`src/rtl/ldl_fifo_pkg.sv`:
```
// ---------------------------------------------------------------------------
// ldl_fifo_pkg
// Shared definitions for the synchronous FIFO controller family.
//   FWFT_STANDARD   : read data appears the cycle after the pop.
//   FWFT_SHOW_AHEAD : the head entry is presented before it is popped.
//   fifo_depth()    : number of entries addressed by an AWIDTH-bit address.
// ---------------------------------------------------------------------------
package ldl_fifo_pkg;

  localparam int FWFT_STANDARD   = 32'sd0;
  localparam int FWFT_SHOW_AHEAD = 32'sd1;

  // Depth of a memory with an awidth-bit address.
  function automatic int fifo_depth(input int awidth);
    return 32'sd1 <<< awidth;
  endfunction

endpackage : ldl_fifo_pkg

```
`src/rtl/ldl_fifo_ptr.sv`:
```
// ---------------------------------------------------------------------------
// ldl_fifo_ptr
// One FIFO pointer: AWIDTH address bits plus a wrap bit, so the pointer runs
// modulo 2*D and full/empty can be told apart when the address bits match.
// Ports:
//   clk   : clock, rising edge
//   rst_n : synchronous active-low reset, zeroes the pointer
//   clr   : synchronous clear (FIFO flush)
//   inc   : advance the pointer by one at the next edge
//   pt    : current pointer value, AWIDTH+1 bits
//   wrap  : top bit of the pointer
// ---------------------------------------------------------------------------
module ldl_fifo_ptr #(
  parameter int AWIDTH = 8
) (
  input  logic              clk,
  input  logic              rst_n,
  input  logic              clr,
  input  logic              inc,
  output logic [AWIDTH:0]   pt,
  output logic              wrap
);

  logic [AWIDTH:0] pt_r;

  // Pointer register: reset and clear win over increment.
  always_ff @(posedge clk) begin
    if (!rst_n) begin
      pt_r <= {(AWIDTH+1){1'b0}};
    end else if (clr) begin
      pt_r <= {(AWIDTH+1){1'b0}};
    end else if (inc) begin
      pt_r <= pt_r + {{AWIDTH{1'b0}}, 1'b1};
    end else begin
      pt_r <= pt_r;
    end
  end

  assign pt   = pt_r;
  assign wrap = pt_r[AWIDTH];

endmodule : ldl_fifo_ptr

```
`src/rtl/ldl_sfifo_ctr_pf.sv`:
```
// ---------------------------------------------------------------------------
// ldl_sfifo_ctr_pf
// Synchronous FIFO controller with programmable almost-full/almost-empty
// thresholds and sticky overflow/underflow flags. It drives an external
// single-port-write / single-port-read synchronous memory.
// Parameters:
//   AWIDTH : memory address width, depth D = 2**AWIDTH (2..16)
//   FWFT   : 1 = show-ahead head entry, 0 = data one cycle after pop
// Ports:
//   clk, rst_n       : clock and synchronous active-low reset
//   flush            : synchronous clear of all entries
//   we, re           : push / pop requests
//   err_clr          : clear sticky ovf/udf
//   af_th, ae_th     : almost-full / almost-empty thresholds
//   empty, full      : status (empty = no readable head entry)
//   afull, aempty    : count >= af_th, count <= ae_th
//   wa, mw           : memory write address / enable
//   ra, mr           : memory read address / enable
//   rvalid           : memory read data valid this cycle
//   count, free      : stored entries and D - count
//   ovf, udf         : sticky overflow / underflow
// ---------------------------------------------------------------------------
module ldl_sfifo_ctr_pf
  import ldl_fifo_pkg::*;
#(
  parameter int AWIDTH = 8,
  parameter int FWFT   = 1
) (
  input  logic              clk,
  input  logic              rst_n,
  input  logic              flush,
  input  logic              we,
  input  logic              re,
  input  logic              err_clr,
  input  logic [AWIDTH:0]   af_th,
  input  logic [AWIDTH:0]   ae_th,
  output logic              empty,
  output logic              full,
  output logic              afull,
  output logic              aempty,
  output logic [AWIDTH-1:0] wa,
  output logic              mw,
  output logic [AWIDTH-1:0] ra,
  output logic              mr,
  output logic              rvalid,
  output logic [AWIDTH:0]   count,
  output logic [AWIDTH:0]   free,
  output logic              ovf,
  output logic              udf
);

  localparam logic [AWIDTH:0] DEPTH_C = (AWIDTH+1)'(fifo_depth(AWIDTH));

  logic [AWIDTH:0]   w_pt_s;
  logic [AWIDTH:0]   r_pt_s;
  logic              w_wrap_s;
  logic              r_wrap_s;
  logic [AWIDTH:0]   count_s;
  logic              full_s;
  logic              empty_s;
  logic              push_s;
  logic              pop_s;
  logic              ovf_set_s;
  logic              udf_set_s;
  logic [AWIDTH-1:0] ra_s;
  logic              mr_s;
  logic              rvalid_s;
  logic              ovf_r;
  logic              udf_r;

  ldl_fifo_ptr #(.AWIDTH(AWIDTH)) u_wptr (
    .clk   (clk),
    .rst_n (rst_n),
    .clr   (flush),
    .inc   (push_s),
    .pt    (w_pt_s),
    .wrap  (w_wrap_s)
  );

  ldl_fifo_ptr #(.AWIDTH(AWIDTH)) u_rptr (
    .clk   (clk),
    .rst_n (rst_n),
    .clr   (flush),
    .inc   (pop_s),
    .pt    (r_pt_s),
    .wrap  (r_wrap_s)
  );

  assign count_s = w_pt_s - r_pt_s;
  // Same address bits but different wrap bits: writer is a full lap ahead.
  assign full_s  = (w_wrap_s != r_wrap_s) &&
                   (w_pt_s[AWIDTH-1:0] == r_pt_s[AWIDTH-1:0]);

  // Nothing is accepted while reset is held, so no memory strobes leak out.
  assign push_s  = rst_n & we & ~full_s & ~flush;
  assign pop_s   = rst_n & re & ~empty_s & ~flush;

  // A push that collides with an accepted pop while full is back-pressure
  // (the writer retries next cycle), not an overflow.
  assign ovf_set_s = we & full_s & ~flush & ~pop_s;
  assign udf_set_s = re & empty_s & ~flush;

  generate
    if (FWFT == FWFT_SHOW_AHEAD) begin : g_fwft
      logic [AWIDTH:0] r_nx_s;
      logic            empty_q_r;

      // Read pointer as it will be after this cycle; the memory is always
      // reading the entry that will be the head next cycle.
      assign r_nx_s = r_pt_s + {{AWIDTH{1'b0}}, pop_s};

      // Head-valid register: compares against the pre-update write pointer,
      // so a just-written entry is never read in the cycle it is written.
      always_ff @(posedge clk) begin
        if (!rst_n) begin
          empty_q_r <= 1'b1;
        end else if (flush) begin
          empty_q_r <= 1'b1;
        end else begin
          empty_q_r <= (r_nx_s == w_pt_s);
        end
      end

      assign empty_s  = empty_q_r;
      assign rvalid_s = ~empty_q_r;
      assign ra_s     = r_nx_s[AWIDTH-1:0];
      assign mr_s     = rst_n & ~flush & (r_nx_s != w_pt_s);
    end else begin : g_std
      logic rvalid_r;

      // Read data lands one cycle after the accepted pop.
      always_ff @(posedge clk) begin
        if (!rst_n) begin
          rvalid_r <= 1'b0;
        end else if (flush) begin
          rvalid_r <= 1'b0;
        end else begin
          rvalid_r <= pop_s;
        end
      end

      assign empty_s  = (w_pt_s == r_pt_s);
      assign rvalid_s = rvalid_r;
      assign ra_s     = r_pt_s[AWIDTH-1:0];
      assign mr_s     = pop_s;
    end
  endgenerate

  // Sticky error flags: a new error in the same cycle beats err_clr.
  always_ff @(posedge clk) begin
    if (!rst_n) begin
      ovf_r <= 1'b0;
      udf_r <= 1'b0;
    end else begin
      if (ovf_set_s) begin
        ovf_r <= 1'b1;
      end else if (err_clr) begin
        ovf_r <= 1'b0;
      end else begin
        ovf_r <= ovf_r;
      end
      if (udf_set_s) begin
        udf_r <= 1'b1;
      end else if (err_clr) begin
        udf_r <= 1'b0;
      end else begin
        udf_r <= udf_r;
      end
    end
  end

  assign empty  = empty_s;
  assign full   = full_s;
  assign afull  = (count_s >= af_th);
  assign aempty = (count_s <= ae_th);
  assign wa     = w_pt_s[AWIDTH-1:0];
  assign mw     = push_s;
  assign ra     = ra_s;
  assign mr     = mr_s;
  assign rvalid = rvalid_s;
  assign count  = count_s;
  assign free   = DEPTH_C - count_s;
  assign ovf    = ovf_r;
  assign udf    = udf_r;

endmodule : ldl_sfifo_ctr_pf
```
`config.mk`:
```
export PLATFORM = sky130hd
export DESIGN_NAME = ldl_sfifo_ctr_pf
export DESIGN_NICKNAME = d
export VERILOG_FILES = /design/src/rtl/ldl_fifo_pkg.sv /design/src/rtl/ldl_fifo_ptr.sv /design/src/rtl/ldl_sfifo_ctr_pf.sv
export SDC_FILE = /design/constraint.sdc
export NUM_CORES = 1
export LEC_CHECK = 0
export ABC_AREA = 0
export CAP_MARGIN = 5
export CORE_UTILIZATION = 49
export CTS_BUF_LIST = sky130_fd_sc_hd__clkbuf_8
export DETAILED_ROUTE_END_ITERATION = 7
export HOLD_SLACK_MARGIN = 0.02
export PLACE_DENSITY = 0.94
export SLEW_MARGIN = 20
export SYNTH_ARGS = -nofsm -noshare
export SYNTH_HDL_FRONTEND = slang
export SYNTH_HIERARCHICAL = 1
export SYNTH_SLANG_ARGS = --single-unit
```
`constraint.sdc`:
```
create_clock -name clk -period 4.4 [get_ports clk]
set_input_delay 0.88 -clock clk [delete_from_list [all_inputs] [get_ports clk]]
set_output_delay 0.88 -clock clk [all_outputs]
set_load 0.01 [all_outputs]
```
* Yosys cells after proc, flatten, opt, wreduce, memory -nomap -nowiden
Index checks and enable logic that the tools add are counted.
** Cells by class
- Mux-type cells :: 3
- Bitwise gates (word level) :: 18
- $lt $le $gt $ge :: 2
- Eq/ne operators :: 4
- Reduce and logical (&&, ||, !) cells :: 4
- $add $sub $neg :: 5
** Operators by type and width (number)
- adder 9 x 1 -> 9 bit (second input constant) :: 2
- AND 1 bit :: 13
- adder 9 x 1 -> 9 bit :: 1
- equality test 9 bit :: 1
- greater-or-equal comparator 9 bit :: 1
- less-or-equal comparator 9 bit :: 1
- inequality test 9 bit :: 1
- subtractor 9 bit :: 1
- subtractor 9 bit (first input constant) :: 1
- equality test 8 bit :: 1
- inverter 1 bit :: 5
- nonzero test 2 bit :: 2
- 2-to-1 mux 1 bit :: 3
- OR reduction 2 bit :: 1
- logical AND 1 bit :: 1
- inequality test 1 bit :: 1
** Storage, ports and cells
- Input port bits :: 24
- Output and inout port bits :: 43
- Register bits after elaboration :: 21
- Word-level logic and storage cells :: 41

* Depth between registers and ports, before layout
Gate-level depths: netlist of the first run.
- Depth after elaboration :: 6
- Gate-level depth with buffers :: 14
- Depth with buffers taken out :: 14

* By module
The synthesis of the first run kept the hierarchy.
** Modules (own cells, without submodules)
- ldl_sfifo_ctr_pf :: sequential area each 60.1 sq um, cells each 191, instances 1, area an instance 1436.4 sq um
- ldl_fifo_ptr :: sequential area each 180.2 sq um, cells each 45, instances 2, area an instance 419.2 sq um

* Worst setup path after synthesis of the first run
Ideal clock, no wire load.
- Kind :: register to output
- From :: register u_rptr.pt_r[2] (netlist: u_rptr/pt[2])
- To :: output port aempty
- Path buffers :: 0
- Required time :: 3.520 ns
- Data arrival time :: 3.039 ns
- Stages on the path, launching flop included :: 13
- Setup slack :: 0.481 ns
- Cells stage by stage :: dfxtp_1 inv_1 ha_1 a21o_1 a31oi_1 xnor2_1 ha_1 a21o_1 a21oi_1 and3_1 a211oi_1 o21ba_2 o221ai_1
** Between the ends
- Longest elaborated chain between the ends :: 2
** Ends and longest elaborated chain
- start: declaration :: line ldl_fifo_ptr.sv:24 : logic [AWIDTH:0] pt_r;
- start signal: assignment :: line ldl_fifo_ptr.sv:29 : pt_r <= {(AWIDTH+1){1'b0}};
- start signal: assignment :: line ldl_fifo_ptr.sv:31 : pt_r <= {(AWIDTH+1){1'b0}};
- start signal: assignment :: line ldl_fifo_ptr.sv:33 : pt_r <= pt_r + {{AWIDTH{1'b0}}, 1'b1};
- subtractor 9 bit :: line ldl_sfifo_ctr_pf.sv:89 : assign count_s = w_pt_s - r_pt_s;
- net count[3] :: line ldl_sfifo_ctr_pf.sv:46 : output logic [AWIDTH:0] count,
- less-or-equal comparator 9 bit :: line ldl_sfifo_ctr_pf.sv:175 : assign aempty = (count_s <= ae_th);
- end: declaration :: line ldl_sfifo_ctr_pf.sv:40 : output logic aempty,
The timed path passes the listed nets, and every way through them passes these cells.

* Worst setup path in the final report of the first run
- From :: input port flush
- To :: output port mr
** Between the ends
- Longest elaborated chain between the ends :: 5
- Elaborated cells between the ends (all ways) :: 6
- Classes of those cells :: add/sub (1); eq/ne (1); bitwise (4)
** Ends and longest elaborated chain
- start: declaration :: line ldl_sfifo_ctr_pf.sv:31 : input logic flush,
- inverter 1 bit :: line ldl_sfifo_ctr_pf.sv:96 : assign pop_s = rst_n & re & ~empty_s & ~flush;
- AND 1 bit :: line ldl_sfifo_ctr_pf.sv:96
- net pop_s :: line ldl_sfifo_ctr_pf.sv:62 : logic pop_s;
- adder 9 x 1 -> 9 bit :: line ldl_sfifo_ctr_pf.sv:110 : assign r_nx_s = r_pt_s + {{AWIDTH{1'b0}}, pop_s};
- inequality test 9 bit :: line ldl_sfifo_ctr_pf.sv:127 : assign mr_s = rst_n & ~flush & (r_nx_s != w_pt_s);
- AND 1 bit :: line ldl_sfifo_ctr_pf.sv:127
- end: declaration :: line ldl_sfifo_ctr_pf.sv:44 : output logic mr,
The timed path passes the listed nets, and every way through them passes these cells.

==> results of run 1 <==
## layout make-up
| type | instances | area (um^2) | share of cell area, % |
|---|---|---|---|
| well taps | 52 | 65.06 | 1.950 |
| flip-flops and latches | 21 | 420.4 | 12.60 |
| clock buffers | 3 | 41.29 | 1.238 |
| clock inverters | 1 | 5.005 | 0.1500 |
| inverters | 40 | 150.1 | 4.501 |
| multi-input cells | 213 | 1779 | 53.34 |
| repair buffers | 94 | 874.6 | 26.22 |
## routing by layer
layer | vias up | part of all wire (%) | GRT usage, %
li1 | 1161 | - | -
met1 | 1144 | 39 | 27.07
met2 | 106 | 54 | 51.18
met3 | 13 | 5.5 | 4.040
met4 | 0 | 1.9 | 10.67
met5 | - | 0 | 0
## synthesized netlist by cell type, types with 6 or more instances
cell type,instances
or3_1,6
ha_1,29
o21ai_0,8
and3_1,6
inv_1,38
dfxtp_1,21
nand3_1,9
xnor2_1,23
nor2_1,18
nand4_1,11
a21oi_1,13
xor2_1,11
nand2_1,17
## per-stage QoR
step,cells,cell area (um^2)
global route,424,3336
global placement,415,3118
floorplan,281,2275
finish,424,3336
detailed placement,415,3118
CTS,420,3226
## critical path: cells and delay by family
family	cells	cell delay, ps
compound gates	1	320
xor+xnor	2	360
fa+ha+maj	1	170
buf+inv	3	960
simple gates	5	710
## sequential cells by signal, summed over array words and instances, names as in the netlist
name / flops
u_rptr/pt: 9
empty: 1
ovf: 1
u_wptr/pt: 9
udf: 1
## timing repair
action,CTS,global route
resized for setup,9,14
hold buffers,0,0
endpoints found under the setup margin,3,3
pin swaps,3,3
setup buffers,1,4
## cell families (layout without fill, tap and decap cells)
kind of cell | count (synthesis) | count (layout) | share of synthesized area (%)
and+or+nand+nor | 96 | 96 | 25.36
DFF | 21 | 21 | 18.48
buffers and inverters | 47 | 138 | 9.021
muxes | 3 | 3 | 1.320
AOI/OAI and AO/OA | 48 | 48 | 14.69
xor gates and xnor gates | 35 | 35 | 13.81
adders and majority gates | 31 | 31 | 17.33
## worst paths after layout
check | start | slack (ps) | end | depth (start not counted)
max reg2reg | u_rptr/pt[6] | 2080 | u_wptr/pt[3] | 9
max | flush | 100 | mr | 12
min reg2reg | u_wptr/pt[8] | 530 | u_wptr/pt[8] | 2
min | u_wptr/pt[8] | 530 | u_wptr/pt[8] | 2
## where the power goes
group / switching (uW) / total (uW) / internal, uW
combinational: 29.2 / 71.3 / 42.2
clock: 64.6 / 128 / 63.3
sequential: 0.446 / 191 / 191
==> results.md, run 1 <==
- Status: finished, final reports clean
- First DRT Iteration DRCs: 90
- CP dominant cell by count: and3_1
- CTS root buffer: clkbuf_8
- GR Overflow Total: 0
- CP Data Required Time: 3520 ps
- Largest area contributor in the netlist: dfxtp_1
- CTS tree: yes
- CTS Buf Count: 3
- Pwr Density: 117.0 nW/um^2
- Initial antenna violation count: 0
- CP Launch Type: input port
- GPL Wtd Cong: 0.8492
- Clk_skew: 6.069 ps
- Vias in the first global route: 2373
- Max stage delay on crit path: 520 ps
- Commonest non-fill, non-tap cells in the layout: 63 x clkdlybuf4s50_1, 38 x inv_1, 28 x buf_4
- Syn Area/Cell: 8.095 um^2
- Layout Utilization: 75.57%
- Post-synth ARST share: 0%
- Final nets: 427
- Via/cell ratio: 5.717
- CP max FO: 3
- Pre-CTS setup slack: -214.8 ps
- Period Utilization, post-route: 97.76%
- Routed Antenna Nets: 0
- WL/cell: 15.85 um
- I/O pin count: 67
- Crit path time final: 4302 ps
- EDFF count, synth: 0
- Post-Synthesis Cells: 281
- Starting Density: 51.53%
- Critical Path Sink Type: output pin
- Hold WS: 532.7 ps
- Port Buffer Count: 66
- Site row count: 24
- Slowest cell on crit path: clkdlybuf4s50_1
- Worst vdd ir: 229.7 uV
- Clk Latency, worst-skew pair: 270 ps
- P_leak: 0.001521 uW
- Largest net degree at the start of global routing: 13
- GRT Util Overall: 26.09%
- Worst EP arrival: 3420 ps
- Mapped Area: 2275 um^2
- Count of final hold-check violations: 0
- Core box area: 4414 um^2
- Most common cell after layout, fill and taps aside: clkdlybuf4s50_1
- CTS sink cnt: 21
- Setup-failing EPs final: 0
- Area delta synth->final: 46.64%
- Yosys cell types: 55
- Global-route wire length before repair: 10.38 mm
- Max clock buf depth: 2
- Crit-path cells: clkdlybuf4s50_1 > nor2b_4 > and3_4 > ha_4 > buf_4 > and3_1 > and3_1 > xnor2_2 > xnor2_1 > nand2_1 > o41a_1 > dlygate4sd2_1
- Drt first pass iters: 4
- Die Span Y: 70.14 um
- Die area: 4919 um^2
- Total Power: 390.3 uW
- Synth top area cells: dfxtp_1 18%, ha_1 16%, xnor2_1 8.9%, inv_1 6.3%, xor2_1 4.2%
- Max Freq: 0.2325 GHz
- Detailed Place HPWL: 5.047 mm
- YS warnings: 6
- Top cell type's share of synthesized area: 18.48%
- Vias: 2424
- Slew Limit Fails: 0
- Setup WS post-layout: 98.35 ps
- Post-Route WL: 6.722 mm
- Crit path kind: in2out
- Hold Path Class: reg2reg
- Synth Register Bits: 21
- Share of cells above drive strength 1: 18.01%
- Synth Flop Type: dfxtp_1
- Worst slew margin: 70.57%
- Remaining DRCs: 0
- Die width: 70.14 um
- # fillers: 302
- Tightest Pin Transition: 439.9 ps
- H-tree level count: 1
- Max-Cap Viols: 0
- Clk slew on worst S/H paths: 70 ps
- Sequential-to-total area share from yosys stat: 18.48%
- Number of diodes: 0
- Setup TNS: 0 ps
- Synthesized Nets: 335
No activity file was read; power rests on OpenSTA's default activity.
==> run 2, diff against run 1 <==
--- a/config.mk
+++ b/config.mk
@@ -6,7 +6,7 @@
 export NUM_CORES = 1
 export LEC_CHECK = 0
 export ABC_AREA = 0
-export CAP_MARGIN = 5
+export CAP_MARGIN = 20
 export CORE_UTILIZATION = 49
 export CTS_BUF_LIST = sky130_fd_sc_hd__clkbuf_8
 export DETAILED_ROUTE_END_ITERATION = 7
==> results of run 2 <==
Final layout, timing and power as in run 1 (identical DEF).
